`src/rtl/s_mem_verify.sv`:
```
// S-memory read-back checker: sweeps S[0..255] once per start request and reports pass/err_cnt/err_addr.
// Define PERM_CHECK_EN for the permutation check (post-KSA); otherwise each S[k] must equal k (post-init).
module s_mem_verify (
    input  logic       clk,
    input  logic       rst,
    input  logic       en,
    output logic       rdy,
    output logic [7:0] addr,
    output logic       wren,
    input  logic [7:0] rddata,
    output logic       pass,
    output logic [8:0] err_cnt,
    output logic [7:0] err_addr
);

    localparam logic [1:0] ST_IDLE  = 2'd0;
    localparam logic [1:0] ST_READ  = 2'd1;
    localparam logic [1:0] ST_DRAIN = 2'd2;
    localparam logic [1:0] ST_DONE  = 2'd3;

    logic [1:0] state_r;
    logic       rdy_r;
    logic [7:0] addr_r;
    logic       pass_r;
    logic [8:0] err_cnt_r;
    logic [7:0] err_addr_r;

    logic       cmp_valid_s;
    logic [7:0] cmp_addr_s;
    logic       fail_s;

`ifdef PERM_CHECK_EN
    logic [255:0] seen_r;

    function automatic logic check_fail(input logic [255:0] seen, input logic [7:0] data);
        return seen[data];
    endfunction

    assign fail_s = check_fail(seen_r, rddata);

    // Seen-value tracking: cleared on reset and on each accepted start, set by every passing compare.
    always_ff @(posedge clk) begin
        if (rst) begin
            seen_r <= 256'd0;
        end else if ((state_r == ST_IDLE) && en) begin
            seen_r <= 256'd0;
        end else if (cmp_valid_s && !fail_s) begin
            seen_r[rddata] <= 1'b1;
        end else begin
            seen_r <= seen_r;
        end
    end
`else
    function automatic logic check_fail(input logic [7:0] data, input logic [7:0] expect_v);
        return (data != expect_v);
    endfunction

    assign fail_s = check_fail(rddata, cmp_addr_s);
`endif

    // rddata lags addr by one cycle; addr_r is already 0 in DRAIN so the wrap yields 255 there.
    assign cmp_valid_s = ((state_r == ST_READ) && (addr_r != 8'd0)) || (state_r == ST_DRAIN);
    assign cmp_addr_s  = addr_r - 8'd1;

    // Sequencer, address generator and result accumulation.
    always_ff @(posedge clk) begin
        if (rst) begin
            state_r    <= ST_IDLE;
            rdy_r      <= 1'b1;
            addr_r     <= 8'd0;
            pass_r     <= 1'b0;
            err_cnt_r  <= 9'd0;
            err_addr_r <= 8'd0;
        end else begin
            case (state_r)
                ST_IDLE: begin
                    if (en) begin
                        state_r    <= ST_READ;
                        rdy_r      <= 1'b0;
                        addr_r     <= 8'd0;
                        pass_r     <= 1'b0;
                        err_cnt_r  <= 9'd0;
                        err_addr_r <= 8'd0;
                    end else begin
                        state_r <= ST_IDLE;
                        rdy_r   <= 1'b1;
                        addr_r  <= 8'd0;
                    end
                end
                ST_READ: begin
                    if (addr_r == 8'd255) begin
                        state_r <= ST_DRAIN;
                        addr_r  <= 8'd0;
                    end else begin
                        addr_r  <= addr_r + 8'd1;
                    end
                end
                ST_DRAIN: begin
                    state_r <= ST_DONE;
                end
                ST_DONE: begin
                    state_r <= ST_IDLE;
                    rdy_r   <= 1'b1;
                    pass_r  <= (err_cnt_r == 9'd0);
                end
                default: begin
                    state_r <= ST_IDLE;
                    rdy_r   <= 1'b1;
                    addr_r  <= 8'd0;
                end
            endcase

            if (cmp_valid_s && fail_s) begin
                if (err_cnt_r != 9'd256) begin
                    err_cnt_r <= err_cnt_r + 9'd1;
                end else begin
                    err_cnt_r <= err_cnt_r;
                end
                if (err_cnt_r == 9'd0) begin
                    err_addr_r <= cmp_addr_s;
                end else begin
                    err_addr_r <= err_addr_r;
                end
            end
        end
    end

    assign rdy      = rdy_r;
    assign addr     = addr_r;
    assign wren     = 1'b0;
    assign pass     = pass_r;
    assign err_cnt  = err_cnt_r;
    assign err_addr = err_addr_r;

endmodule

```
`config.mk`:
```
export PLATFORM = sky130hd
export DESIGN_NAME = s_mem_verify
export DESIGN_NICKNAME = d
export VERILOG_FILES = /design/src/rtl/s_mem_verify.sv
export SDC_FILE = /design/constraint.sdc
export NUM_CORES = 1
export LEC_CHECK = 0
export CAP_MARGIN = 20
export CORE_ASPECT_RATIO = 0.6
export CORE_UTILIZATION = 30
export DETAILED_ROUTE_END_ITERATION = 7
export GPL_ROUTABILITY_DRIVEN = 0
export PLACE_DENSITY = 0.63
export SLEW_MARGIN = 5
export SYNTH_ARGS = -nofsm -noshare
export SYNTH_HDL_FRONTEND = slang
export SYNTH_SLANG_ARGS = --single-unit
```
`constraint.sdc`:
```
create_clock -name clk -period 2.42 [get_ports clk]
set_input_delay 0.363 -clock clk [delete_from_list [all_inputs] [get_ports clk]]
set_output_delay 0.363 -clock clk [all_outputs]
set_load 0.1 [all_outputs]
```
Word-level counts from Yosys, hierarchy flattened
Index checks and enable logic that the tools add are counted.
Storage, ports and cells
  flip-flop bits (word level): 29
  bits of input ports: 11
  output and inout bits: 28
  word-level logic and storage cells: 49
Operators by class
  add/sub/neg operators: 3
  eq/ne operators: 10
  multiplexer cells: 17
  reductions and logical operators: 13
Operators with widths (count)
  2-to-1 mux 8 bit: 5
  2-to-1 mux 9 bit: 4
  case mux 8 bit (2 select lines): 1
  adder 9 x 1 -> 9 bit, second input constant: 1
  zero test 9 bit: 1
  != test 9 bit, second input constant: 1
  adder 8 x 1 -> 8 bit, second input constant: 1
  equality test 8 bit, second input constant: 1
  != test 8 bit: 1
  case mux 2 bit (4 select lines): 1
  nonzero test 2 bit: 4
  nonzero test 8 bit: 1
  subtractor 8 x 1 -> 8 bit, second input constant: 1
  AND reduction 3 bit: 2
  equality test 2 bit, second input constant: 2
  != test 2 x 1 -> 1 bit, second input constant: 2
  != test 2 bit, second input constant: 2
  case mux 1 bit (2 select lines): 2
  2-to-1 mux 1 bit: 3
  equality test 2 x 1 -> 1 bit, second input constant: 1
  logical AND 1 bit: 2
  zero test 2 bit: 1
  2-to-1 mux 2 bit: 1
  AND reduction 2 bit: 1
  logical OR 1 bit: 1

Depth between registers and ports, before layout
Gate-level depths: netlist of the first run.
  depth in word-level cells: 6
  gate-level depth with buffers: 10
  depth with buffers taken out: 8

Least setup slack after synthesis of the first run
No wires, ideal clock.
  path type: reg-to-reg
  from: register addr_r[0], in the netlist addr[0]
  to: register err_cnt_r[2], in the netlist err_cnt[2]
  arrival: 2.960 ns
  path slack: -0.615 ns
  cell stages (with the launch flop): 11
  path buffers: 2
  cells stage by stage: dfxtp_1 > inv_1 > ha_1 > nor3b_2 > mux2i_1 > nor4_1 > a41o_1 > buf_6 > buf_8 > nand3_1 > a31oi_1
Between the ends
  longest elaborated chain between the ends: 6
  elaborated cells on any way between the ends: 11
  classes of those cells: 1 x add/sub; 2 x eq/ne; 1 x mux; 7 x reduce/logical
Ends and longest elaborated chain
  start, declared: RTL line 23  | logic [7:0] addr_r;
  start signal, assigned: RTL line 95  | addr_r <= addr_r + 8'd1;
  branches (longest 3 deep; another with subtractor 8 x 1 -> 8 bit)
  logical AND 1 bit *: RTL line 113  | if (cmp_valid_s && fail_s) begin
  != test 2 x 1 -> 1 bit (no source line) / nonzero test 2 bit (equally long branches)
  AND reduction 3 bit (no source line)
  end signal, assigned: RTL line 115  | err_cnt_r <= err_cnt_r + 9'd1;
  end signal, assigned: RTL line 117  | err_cnt_r <= err_cnt_r;
  end, declared: RTL line 25  | logic [8:0] err_cnt_r;
Mark *: on every way between the ends.
A chain may end at the register's enable or synchronous reset.

Worst setup path in the final report of the first run
  from: register addr_r[0], in the netlist addr[0]
  to: register err_addr_r[5], in the netlist err_addr[5]
Between the ends
  longest elaborated chain between the ends: 6
  elaborated cells on any way between the ends: 12
  classes of those cells: 1 x add/sub; 2 x eq/ne; 2 x mux; 7 x reduce/logical
Ends and longest elaborated chain
  branches (longest 6 deep; another with subtractor 8 x 1 -> 8 bit)
  end signal, assigned: RTL line 120  | err_addr_r <= cmp_addr_s;
  end signal, assigned: RTL line 122  | err_addr_r <= err_addr_r;
  end, declared: RTL line 26  | logic [7:0] err_addr_r;
Parallel ways; which one is timed is not known. The select of a mux whose other input is x is not followed.

==> results.toml, run 1 <==
[status]
status = "complete, but fails checks"
violations = "setup timing"

[finish]
multi_input_area_um2 = 1380
fin_cells = 388
final_core_util_pct = 45.6
drive_above_1_share_pct = 36.2
fin_area_um2 = 2830
final-seq-area_um2 = 606
nets = 322
area_growth_pct = 44.7
antenna_cells = 0
fill_cells = 605

[timing]
tns_ns = -0.0128
max_freq_mhz = 412
holdWs_ns = 0.505
hold_viol_final = 0
slew_violations = 0
worst_slack_ns = -0.00935
post-route-period-util_pct = 100
skew_ns = 0.00641
rsz0062_at_grt = "yes"
setup_viol_count_final = 2
post-route-min-period_ns = 2.43

[synthesis]
synthTopCellsByCount = "nand3_1, dfxtp_1, nor2_1"
synth_area_um2 = 1950
ys_warn_count = 0
ys_types = 54
synth_ff_type = "dfxtp_1"
ys_seq_area_share_pct = 29.7
yosys.area.top_type_share_pct = 29.7
synth-edff-count = 0
yosysTopAreaCell = "dfxtp_1"
synth_cells = 240
avgSynthCellArea_um2 = 8.14
synth.most_common_cell = "nand3_1"
synth_nets = 259
synthArstFlopShare_pct = 0
synthTopCellsByArea = "dfxtp_1, nand3_1, ha_1"
synth_seq_cells = 29

[worst_setup_path]
crit_arrival_ns = 2.58
path_class = "reg2reg"
cp-end-kind = "flop"
r2r-start = "addr[0]$_SDFFE_PP0P_"
ff2ff_path_depth = 11
crit_fanout = 11
reg2reg_slack_ns = -0.009
start_kind = "flop"
crit_required_ns = 2.57
r2r_end = "err_addr[5]$_SDFFE_PP0P_"

[grt]
antenna_found_initial = 0
grt_pass1_vias = 1701
grt_pass1_wl_um = 8720
grt_max_degree = 30
gr-total-overflow = 0
track_usage_pct = 16.5

[die]
pin_count = 39
start_util_pct = 31.5
die_y_um = 64.5
dieArea_um2 = 6850
rows = 22
core_area_um2 = 6190
die_w_um = 106

[placement]
portBuffers = 37
place_ws_ns = -0.133
hpwlAfterDp_um = 3940
numPlacedInstances = 369
placed_cell_area_um2 = 2490

[detailed_routing]
ant_nets = 0
drc = 0
wire_per_inst_um = 14.1
dr.first_iter.drc_count = 73
drt-vias-per-instance = 5.09
wirelength_um = 5490
drt_first_pass_iters = 4
vias = 1974

[job]
cap_viol_max_count = 0

[worst_hold_path]
hold_start = "err_addr[6]$_SDFFE_PP0P_"
min_to = "err_addr[6]$_SDFFE_PP0P_"
hold-path-cell-count = 2
holdCritPathClass = "reg2reg"

[cts]
clock_latency_ns = 0.28
cts_hold_buffers = 0
cts_sinks = 29
clock_path_buffers = 2
cts_root_buf = "clkbuf_8"
tritoncts = "built"
path_clk_slew_ns = 0.06
htree_levels = 2
cts_buffers = 5

[pwr]
finalPower_mw = 3.00
vdd.ir_drop.worst_uv = 642
power.leakage_nw = 1.12
power_density_nw_per_um2 = 1060
-- kinds of logic after synthesis --
kind of cell,count (synthesis),synth area share (%)
buf+inv,24,6.53
simple gates,110,31.6
mux,2,1.03
compound gates,50,17.2
flops,29,29.7
fa+ha+maj,8,5.13
other cells,1,0.192
xor+xnor,16,8.58
-- report_power, final --
group,leakage (nW),switching (mW),internal [mW]
clock,0.0455,0.178,0.231
combinational,0.835,1.20,0.745
sequential,0.242,0.0843,0.562
-- sequential cells by signal, indices dropped and copies added (netlist names) --
signal / flops
pass: 1
err_cnt: 9
addr: 8
state_r: 2
rdy: 1
err_addr: 8
-- critical path, cell delays in order, from the launching register on --
cell,delay [ns]
dfxtp_4,0.35
inv_4,0.06
ha_4,0.12
or4b_4,0.46
buf_6,0.14
or4_4,0.42
a21oi_4,0.17
buf_6,0.13
a41oi_4,0.05
buf_6,0.19
nand3_1,0.10
a31oi_1,0.10
-- area by class of cell --
| type | count | area share, % |
|---|---|---|
| Tap cell | 84 | 3.72 |
| Inverter | 6 | 0.974 |
| Multi-Input combinational cell | 187 | 49.0 |
| Clock buffer | 8 | 3.19 |
| Timing Repair Buffer | 74 | 21.7 |
| Sequential cell | 29 | 21.4 |
-- metal layers --
layer,vias to the layer above,wire (µm),GRT usage [%]
li1,1000,-,-
met1,930,2930,24.8
met2,37,2190,21.6
met3,7,293,4.43
met4,0,73,6.25
met5,-,0,0
-- layout by cell type, fill, tap and decap left out, types with 3 or more instances in the layout --
cell type / netlist / routed
or3_1: 4 / 3
a21oi_1: 13 / 12
buf_4: 2 / 55
xor2_1: 10 / 10
xnor2_1: 4 / 3
buf_6: 2 / 9
nor3_1: 5 / 5
o21ai_0: 8 / 7
nor2_1: 17 / 17
clkdlybuf4s50_1: 0 / 10
nand3b_1: 4 / 4
nand2b_1: 5 / 5
nand2_1: 9 / 9
dfxtp_4: 0 / 5
inv_1: 6 / 4
nand3_1: 38 / 32
and3_1: 3 / 3
a31oi_1: 13 / 12
and2_1: 3 / 3
nor3b_1: 4 / 4
dfxtp_1: 29 / 19
ha_1: 8 / 7
dfxtp_2: 0 / 5
nand3_2: 0 / 6
nor2b_1: 4 / 4
clkbuf_8: 0 / 6
-- how the worst max path moves through the flow --
stage | startpoint | to | slack (ns) | cells after the start
after CTS | addr[0]$_SDFFE_PP0P_ | err_cnt[0]$_SDFFE_PP0P_ | -0.04 | 11
after global routing | addr[0]$_SDFFE_PP0P_ | err_cnt[5]$_SDFFE_PP0P_ | -0.07 | 9
after floorplan | addr[0]$_SDFFE_PP0P_ | err_cnt[2]$_SDFFE_PP0P_ | -0.06 | 10
final | addr[0]$_SDFFE_PP0P_ | err_addr[5]$_SDFFE_PP0P_ | -0.009 | 11
after global placement | rddata[2] | err_cnt[1]$_SDFFE_PP0P_ | -0.08 | 9
after detailed placement | rddata[2] | err_cnt[6]$_SDFFE_PP0P_ | -0.13 | 9
-- timing repair --
item,CTS,global route
pin swaps,9,10
setup buffers,4,5
gates resized for setup,12,23
setup endpoints to repair,16,17
hold endpoints to repair,0,0
cloned,2,1
Note: power is estimated with default switching activity, not from simulation.
==> run 2, diff against run 1 <==
--- a/config.mk
+++ b/config.mk
@@ -7,6 +7,7 @@
 export LEC_CHECK = 0
 export CAP_MARGIN = 20
 export CORE_ASPECT_RATIO = 0.6
+export CORE_MARGIN = 2
 export CORE_UTILIZATION = 30
 export DETAILED_ROUTE_END_ITERATION = 7
 export GPL_ROUTABILITY_DRIVEN = 0
==> run 2 against run 1 <==
The flow still finishes with violations (setup timing). Die area up 5.0%. Clock skew up 0.0043 ns. Register-to-register slack about the same. Critical path type unchanged. Critical endpoint is now err_cnt[0]$_SDFFE_PP0P_.
==> results.toml, run 2 (synthesized netlist as in run 1, its figures left out) <==
[timing]
post-route-period-util_pct = 100
skew_ns = 0.0107
setup_viol_count_final = 1
rsz0062_at_grt = "yes"
post-route-min-period_ns = 2.43
max_freq_mhz = 411
worst_slack_ns = -0.0117
slew_violations = 0
hold_viol_final = 0
tns_ns = -0.0117

[worst_hold_path]
hold-path-cell-count = 2
holdCritPathClass = "reg2reg"

[finish]
nets = 317
final_common_cell = "buf_4"
area_growth_pct = 43.3
largest_register_ffs = 9
antenna_cells = 0
layout_common_cells = "buf_4, nand3_1, dfxtp_1"
final_core_util_pct = 45.2
drive_above_1_share_pct = 34.1
fill_cells = 631

[die]
dieArea_um2 = 7190
die_y_um = 66.5
core_area_um2 = 6190
die_w_um = 108
pin_count = 39
start_util_pct = 31.5
rows = 22

[cts]
cts_sinks = 29
tritoncts = "built"
path_clk_slew_ns = 0.07
htree_levels = 2
clock_path_buffers = 2
cts_root_buf = "clkbuf_8"
clock_latency_ns = 0.29
cts_buffers = 5

[placement]
portBuffers = 37
hpwlAfterDp_um = 3850

[grt]
antenna_found_initial = 0
grt_max_degree = 30
grt_pass1_vias = 1774
gr-total-overflow = 0
grt_pass1_wl_um = 8560
track_usage_pct = 15.3

[detailed_routing]
ant_nets = 0
wire_per_inst_um = 14.5
drt-vias-per-instance = 5.18
drc = 0
drt_first_pass_iters = 4
dr.first_iter.drc_count = 41
vias = 1985
wirelength_um = 5540

[worst_setup_path]
cp-end-kind = "flop"
cp_slowest_cell = "or4b_4"
crit_top_cell = "buf_6"
path_cells = "inv_4 > ha_4 > or4b_4 > buf_6 > o311a_4 > a41oi_4 > buf_6 > nand3_2 > a311oi_2"
ff2ff_path_depth = 9
crit_arrival_ns = 2.63
max_stage_delay_ns = 0.49
crit_required_ns = 2.62
path_class = "reg2reg"
start_kind = "flop"
crit_fanout = 4

[pwr]
vdd.ir_drop.worst_uv = 877
power.leakage_nw = 1.11
power_density_nw_per_um2 = 1100

[status]
violations = "setup timing"
status = "complete, but fails checks"

[job]
cap_viol_max_count = 0
-- run 2: cell type report --
| cell class | count | area (µm²) | share of cell area, % |
|---|---|---|---|
| multi-input cells | 188 | 1380 | 49.3 |
| flip-flops and latches | 29 | 606 | 21.6 |
| repair buffers | 68 | 572 | 20.4 |
| well taps | 84 | 105 | 3.76 |
| clock buffers | 5 | 68.8 | 2.46 |
| clock inverters | 3 | 41.3 | 1.48 |
| inverters | 6 | 27.5 | 0.983 |
-- run 2: path summary, 6_finish.rpt --
check                                          start                      end  slack (ns)
worst max-delay path            addr[0]$_SDFFE_PP0P_  err_cnt[0]$_SDFFE_PP0P_       -0.01
worst min-delay path               pass$_SDFFE_PP0P_        pass$_SDFFE_PP0P_        0.51
worst max register to register  addr[0]$_SDFFE_PP0P_  err_cnt[0]$_SDFFE_PP0P_       -0.01
worst min register to register     pass$_SDFFE_PP0P_        pass$_SDFFE_PP0P_        0.51
-- run 2: timing repair --
item | in CTS | in global routing
endpoints found under the setup margin | 13 | 15
endpoints found under the hold margin | 0 | 0
cloned | 0 | 2
buffers inserted | 0 | 6
gates resized for setup | 6 | 19
pin swaps | 0 | 4
hold buffers | 0 | 0
-- run 2: through the flow --
step                area (µm²)  cells  setup WS [ns]  hold WS (ns)  total power [mW]
CTS                       2630    375         0.0215         0.506              2.88
detailed placement        2480    367        -0.0608         0.497              2.32
floorplan                 1990    240        -0.0633         0.509              1.88
global placement          2480    367        -0.0191         0.478              2.29
global route              2800    383        -0.0715         0.518              3.25
finish                    2800    383        -0.0117         0.507              3.09
-- run 2: where the power goes --
group          internal (mW)  switching, mW  total [mW]
Combinational          0.738           1.21        1.95
Sequential             0.561         0.0791       0.640
Clock                  0.303          0.195       0.498
Total                   1.60           1.48        3.09
-- run 2: layer usage --
metal	part of all wire, %	GRT usage [%]	routed length [µm]	vias to the layer above
met5	0	0	0	-
met1	49	20.5	2730	943
met2	43	23.3	2390	49
li1	-	-	-	986
met3	7.0	5.48	389	7
met4	0.56	3.53	31	0
-- run 2: critical path: cells and delay by family, from the launching register on --
| kind | cells | cell delay [ns] |
|---|---|---|
| AND/OR/NAND/NOR | 2 | 0.57 |
| flip-flops | 1 | 0.35 |
| AO/OA/AOI/OAI | 3 | 0.93 |
| buffers and inverters | 3 | 0.36 |
| adder cells (fa/ha/maj) | 1 | 0.12 |
